===== src/rtl/audio_sample_if.sv =====
// Sample-in / packet-out bundle between the PCM source, the slot scheduler and the
// audio sample packet builder.
interface audio_sample_if #(
   parameter int BIT_WIDTH = 24
);
   logic                       sample_valid;
   logic [BIT_WIDTH-1:0]       sample_left;
   logic [BIT_WIDTH-1:0]       sample_right;
   logic                       packet_take;
   logic                       packet_pending;
   logic                       packet_full;
   logic [7:0]                 frame_counter;
   logic [3:0][1:0][23:0]      audio_sample_word;
   logic [3:0]                 audio_sample_word_present;
   logic                       overflow;

   modport master (
      output sample_valid, sample_left, sample_right, packet_take,
      input  packet_pending, packet_full, frame_counter,
             audio_sample_word, audio_sample_word_present, overflow
   );

   modport slave (
      input  sample_valid, sample_left, sample_right, packet_take,
      output packet_pending, packet_full, frame_counter,
             audio_sample_word, audio_sample_word_present, overflow
   );
endinterface


===== src/rtl/audio_sample_buffer.sv =====
// Stereo PCM FIFO that hands up to four samples per granted packet slot to the
// packet builder, together with the IEC 60958 frame index of subpacket 0.
module audio_sample_buffer #(
   parameter int DEPTH     = 8,
   parameter int BIT_WIDTH = 24
) (
   input  logic          clk_pixel,
   input  logic          reset,
   audio_sample_if.slave bus
);
   localparam int PW = $clog2(DEPTH);

   logic [23:0]           mem_l [DEPTH];
   logic [23:0]           mem_r [DEPTH];
   logic [PW-1:0]         wr_ptr;
   logic [PW-1:0]         rd_ptr;
   logic [PW:0]           count;
   logic [7:0]            frame_cnt;

   logic [7:0]            frame_q;
   logic [3:0][1:0][23:0] word_q;
   logic [3:0]            present_q;
   logic                  overflow_q;

   logic [2:0]            n_pop;
   logic [PW:0]           count_after_pop;
   logic                  accept;
   logic [8:0]            frame_sum;
   logic [23:0]           left_j;
   logic [23:0]           right_j;

   // Pop is decided on the pre-push count, so a same-cycle push never appears in the packet.
   always_comb begin
      n_pop = 3'd0;
      if (bus.packet_take) begin
         n_pop = (count >= (PW+1)'(4)) ? 3'd4 : 3'(count);
      end
      count_after_pop = count - (PW+1)'(n_pop);
      accept          = bus.sample_valid && (count_after_pop < (PW+1)'(DEPTH));
      frame_sum       = {1'b0, frame_cnt} + 9'(n_pop);
      left_j          = 24'(bus.sample_left)  << (24 - BIT_WIDTH);
      right_j         = 24'(bus.sample_right) << (24 - BIT_WIDTH);
   end

   always_ff @(posedge clk_pixel) begin
      if (accept) begin
         mem_l[wr_ptr] <= left_j;
         mem_r[wr_ptr] <= right_j;
      end
   end

   always_ff @(posedge clk_pixel) begin
      if (reset) begin
         wr_ptr     <= '0;
         rd_ptr     <= '0;
         count      <= '0;
         frame_cnt  <= 8'd0;
         frame_q    <= 8'd0;
         word_q     <= '0;
         present_q  <= 4'b0000;
         overflow_q <= 1'b0;
      end else begin
         if (bus.packet_take) begin
            frame_q   <= frame_cnt;
            frame_cnt <= (frame_sum >= 9'd192) ? 8'(frame_sum - 9'd192) : frame_sum[7:0];
            for (int i = 0; i < 4; i++) begin
               if (3'(i) < n_pop) begin
                  word_q[i][0] <= mem_l[rd_ptr + PW'(i)];
                  word_q[i][1] <= mem_r[rd_ptr + PW'(i)];
                  present_q[i] <= 1'b1;
               end else begin
                  word_q[i]    <= '0;
                  present_q[i] <= 1'b0;
               end
            end
            rd_ptr <= rd_ptr + PW'(n_pop);
         end
         if (accept) begin
            wr_ptr <= wr_ptr + PW'(1);
         end else if (bus.sample_valid) begin
            overflow_q <= 1'b1;
         end
         count <= count_after_pop + (PW+1)'(accept);
      end
   end

   assign bus.packet_pending            = (count != '0);
   assign bus.packet_full               = (count >= (PW+1)'(4));
   assign bus.frame_counter             = frame_q;
   assign bus.audio_sample_word         = word_q;
   assign bus.audio_sample_word_present = present_q;
   assign bus.overflow                  = overflow_q;
endmodule


===== src/flat_wrapper.sv =====
// flat-port wrapper written by rule: the top's interface ports become plain ports
module audio_sample_buffer_flat 
#(
   parameter int DEPTH     = 8,
   parameter int BIT_WIDTH = 24
)
  (clk_pixel, reset, bus_sample_valid, bus_sample_left, bus_sample_right, bus_packet_take, bus_packet_pending, bus_packet_full, bus_frame_counter, bus_audio_sample_word, bus_audio_sample_word_present, bus_overflow);
  audio_sample_if #(.BIT_WIDTH(BIT_WIDTH)) bus_i ();
  input  logic clk_pixel;
  input  logic reset;
  input wire logic [$bits(bus_i.sample_valid)-1:0] bus_sample_valid;
  input wire logic [$bits(bus_i.sample_left)-1:0] bus_sample_left;
  input wire logic [$bits(bus_i.sample_right)-1:0] bus_sample_right;
  input wire logic [$bits(bus_i.packet_take)-1:0] bus_packet_take;
  output wire logic [$bits(bus_i.packet_pending)-1:0] bus_packet_pending;
  output wire logic [$bits(bus_i.packet_full)-1:0] bus_packet_full;
  output wire logic [$bits(bus_i.frame_counter)-1:0] bus_frame_counter;
  output wire logic [$bits(bus_i.audio_sample_word)-1:0] bus_audio_sample_word;
  output wire logic [$bits(bus_i.audio_sample_word_present)-1:0] bus_audio_sample_word_present;
  output wire logic [$bits(bus_i.overflow)-1:0] bus_overflow;
  assign bus_i.sample_valid = bus_sample_valid;
  assign bus_i.sample_left = bus_sample_left;
  assign bus_i.sample_right = bus_sample_right;
  assign bus_i.packet_take = bus_packet_take;
  assign bus_packet_pending = bus_i.packet_pending;
  assign bus_packet_full = bus_i.packet_full;
  assign bus_frame_counter = bus_i.frame_counter;
  assign bus_audio_sample_word = bus_i.audio_sample_word;
  assign bus_audio_sample_word_present = bus_i.audio_sample_word_present;
  assign bus_overflow = bus_i.overflow;
  audio_sample_buffer #(.DEPTH(DEPTH), .BIT_WIDTH(BIT_WIDTH)) u_core (.clk_pixel(clk_pixel), .reset(reset), .bus(bus_i));
endmodule

===== config.mk =====
export PLATFORM = sky130hd
export DESIGN_NAME = audio_sample_buffer_flat
export DESIGN_NICKNAME = d
export VERILOG_FILES = /design/src/rtl/audio_sample_if.sv /design/src/rtl/audio_sample_buffer.sv /design/src/flat_wrapper.sv
export SDC_FILE = /design/constraint.sdc
export NUM_CORES = 1
export LEC_CHECK = 0
export BUFFER_PORTS_ARGS = -buffer_cell sky130_fd_sc_hd__buf_4
export CORE_MARGIN = 2
export CORE_UTILIZATION = 45
export CTS_CLUSTER_DIAMETER = 150
export DETAILED_ROUTE_END_ITERATION = 12
export GPL_TIMING_DRIVEN = 0
export SLEW_MARGIN = 20
export SYNTH_ARGS = -nofsm -noshare
export SYNTH_HDL_FRONTEND = slang
export SYNTH_SLANG_ARGS = --single-unit

===== constraint.sdc =====
create_clock -name clk_pixel -period 11.4 [get_ports clk_pixel]
set_input_delay 1.71 -clock clk_pixel [delete_from_list [all_inputs] [get_ports clk_pixel]]
set_output_delay 1.71 -clock clk_pixel [all_outputs]
set_load 0.03 [all_outputs]

==> impl_metrics.tcl <==
set metrics [dict create \
    ios 259 \
    powerDensity_nw_per_um2 230.0 \
    final-max-slew-violation-count 0 \
    drt_iter0_markers 2621 \
    final_common_cell "edfxtp_1" \
    synth_nets 2123 \
    antenna_found_initial 5 \
    yosysSeqAreaShare_pct 53.63 \
    groute.usage.overall_pct 29.79 \
    grt_max_degree 18 \
    nNetsFinal 2511 \
    ctsHoldBuffers 0 \
    overflow 0 \
    required_ns 11.70 \
    place_ws_ns 4.848 \
    synthToLayoutAreaGrowth_pct 19.78 \
    fp.dieW_um 261.9 \
    async_flop_share_pct 0 \
    cts_root_buf "clkbuf_16" \
    rsz0062_at_grt "no" \
    antenna_left 0 \
    io_buffer_count 258 \
    post_cts_buffers 0 \
    synth_area_leaders "edfxtp_1 39%, mux4_2 22%, dfxtp_1 15%" \
    viasPerCell 6.300 \
    status "completed" \
    fmaxAchievable_ghz 0.1661 \
    finalHoldViolations 0 \
    drive_gt1_share_pct 35.14 \
    crit_arrival_ns 6.33 \
    first_pass_iters 5 \
    cap_violations 0 \
    clkSinkCount 610 \
    ys_ff_latch 610 \
    fin_cells 3361 \
    leakage_uw 0.01228 \
    post_cts_resized 0 \
    whs_ns 0.4887 \
    htree_levels 3 \
    clk_path_buf_depth 3 \
    die_h_um 261.9 \
    worstHoldStart "u_core.bus.overflow$_SDFFE_PP0P_" \
    clk_latency_ns 0.61 \
    fin_crit_sh_pct 52.83 \
    syn_avg_cell_area_um2 14.56 \
    layout_common_cells "384 x edfxtp_1, 364 x nor2_1, 307 x buf_4" \
    numCtsBuffers 67 \
    setup_violations 0 \
    yosysTopAreaCellShare_pct 38.52 \
    ys.flop_type "edfxtp_1" \
    wl_per_cell_um 30.51 \
    cp-start-kind "input port" \
    finalCriticalPeriod_ns 6.022 \
    ys_types 50 \
    core_area_um2 65860 \
    path_class "input port to flop" \
    yosys_warnings 0 \
    worstReg2RegEnd "u_core.frame_cnt[7]$_SDFFE_PP0P_" \
    grt_pass1_vias 21055 \
    reg2reg_from "u_core.count[3]$_SDFF_PP0_" \
    syn_inst 2056 \
    vias 21174 \
    gp_routability_congestion 0.9207 \
    synth_enable_flop_cells 384 \
    r2r_cells 17 \
    hold_class "flop to flop" \
    die_area_um2 68600 \
    r2r_slack_ns 6.43 \
    initial_core_util_pct 45.45 \
    dp_cells 3238 \
    worstHoldEndpoint "u_core.bus.overflow$_SDFFE_PP0P_" \
    netlist_area_um2 29940 \
    grt_pass1_wl_um 145500 \
    path_max_fanout 10 \
    tightest_slew_ns 1.217 \
    clk_pin_slew_ns 0.06 \
    vdd_drop_max_uv 139.6 \
    dp_hpwl_um 73960 \
    n_fill_cell 5407 \
    holdPathStages 2 \
    tritoncts "yes" \
    fin_util_pct 54.44 \
    cp-end-kind "flop" \
    yosysTopAreaCell "edfxtp_1" \
    placementRows 94 \
    wirelength_um 102500 \
    clock_skew_ns 0.02395 \
    relSlewSlack_pct 18.88 \
    drc_errors 0 \
    setup_ws_ns 5.378 \
]
## synth_stat cells, types with 6 or more instances
library cell  count
a21oi_1         154
a22oi_1          39
a22oi_2           9
buf_2            62
buf_6            16
clkbuf_1         79
dfxtp_1         226
edfxtp_1        384
ha_1             12
inv_1            14
mux2_2           48
mux2i_1         253
mux4_2          288
nand2_1          19
nand3_1           8
nor2_1          366
nor3_1            6
nor3b_1           6
xnor2_1           9
## worst max-delay path, stage by stage
cell,delay (ns)
buf_4,0.11
clkbuf_8,0.17
clkbuf_1,0.54
nand3_1,0.44
ha_1,0.42
a21o_1,0.21
maj3_2,0.34
a211oi_4,0.45
nand2_1,0.27
nor3b_2,0.79
buf_4,0.34
buf_6,0.17
buf_4,0.17
buf_4,0.17
## final cells by class
class                      instances  area, µm²  area share (%)
antenna                            1      2.502        0.006979
timing repair buffer             319       2526           7.045
multi-input combinational       1260      12990           36.23
clock buffer                      97       1976           5.510
tap                              864       1081           3.015
buffer                           170      879.6           2.453
inverter                          16      60.06          0.1675
clock inverter                    24      287.8          0.8025
sequential                       610      16060           44.77
## per-stage QoR
| stage | cell area [µm²] | setup TNS [ns] | power, µW |
|---|---|---|---|
| floorplan | 29940 | 0 | 4890 |
| global placement | 32950 | -648.17 | 5961 |
| detailed placement | 33580 | 0 | 6015 |
| CTS | 35840 | 0 | 8249 |
| global route | 35860 | 0 | 8539 |
| finish | 35860 | 0 | 8249 |
## where the power goes
part,internal [µW],switching [µW]
Sequential,2670,222
Clock,1340,897
Combinational,1300,1820
## sequential cells by signal, summed over array words and instances (netlist names), named ones only
register                              count
u_core.bus.audio_sample_word            192
u_core.mem_l                            192
u_core.mem_r                            192
u_core.bus.frame_counter                  8
u_core.frame_cnt                          8
u_core.bus.audio_sample_word_present      4
u_core.count                              4
u_core.rd_ptr                             3
u_core.wr_ptr                             3
u_core.bus.overflow                       1
## cells by family (layout without fill, tap and decap cells)
kind of cell,count (synthesis),after routing,synth area share [%]
DFF,610,610,53.63
muxes,589,589,31.93
and+or+nand+nor,421,421,5.630
AOI/OAI and AO/OA,219,219,4.414
buffers and inverters,186,626,3.126
adders and majority gates,16,16,0.7398
xor gates and xnor gates,15,15,0.5267
other,0,1,0
## layer usage
layer	GRT usage (%)	share of wire [%]	vias to the layer above
met5	0	0.050	-
met1	40.81	39	10925
li1	-	-	8753
met2	46.42	46	1276
met3	6.645	10	212
met4	12.05	3.8	8
## worst max-delay path by stage
stage / startpoint / endpoint / slack (ns) / depth (start not counted)
floorplan: bus_packet_take / u_core.mem_l[6][0]$_DFFE_PP_ / 3.46 / 9
global placement: bus_packet_take / u_core.mem_l[1][22]$_DFFE_PP_ / -2.67 / 10
detailed placement: bus_packet_take / u_core.mem_l[6][6]$_DFFE_PP_ / 4.85 / 14
CTS: bus_packet_take / u_core.mem_l[6][6]$_DFFE_PP_ / 5.45 / 14
global route: bus_packet_take / u_core.mem_l[6][6]$_DFFE_PP_ / 5.18 / 14
finish: bus_packet_take / u_core.mem_l[6][6]$_DFFE_PP_ / 5.38 / 14
Note: power is estimated with default switching activity, not from simulation.
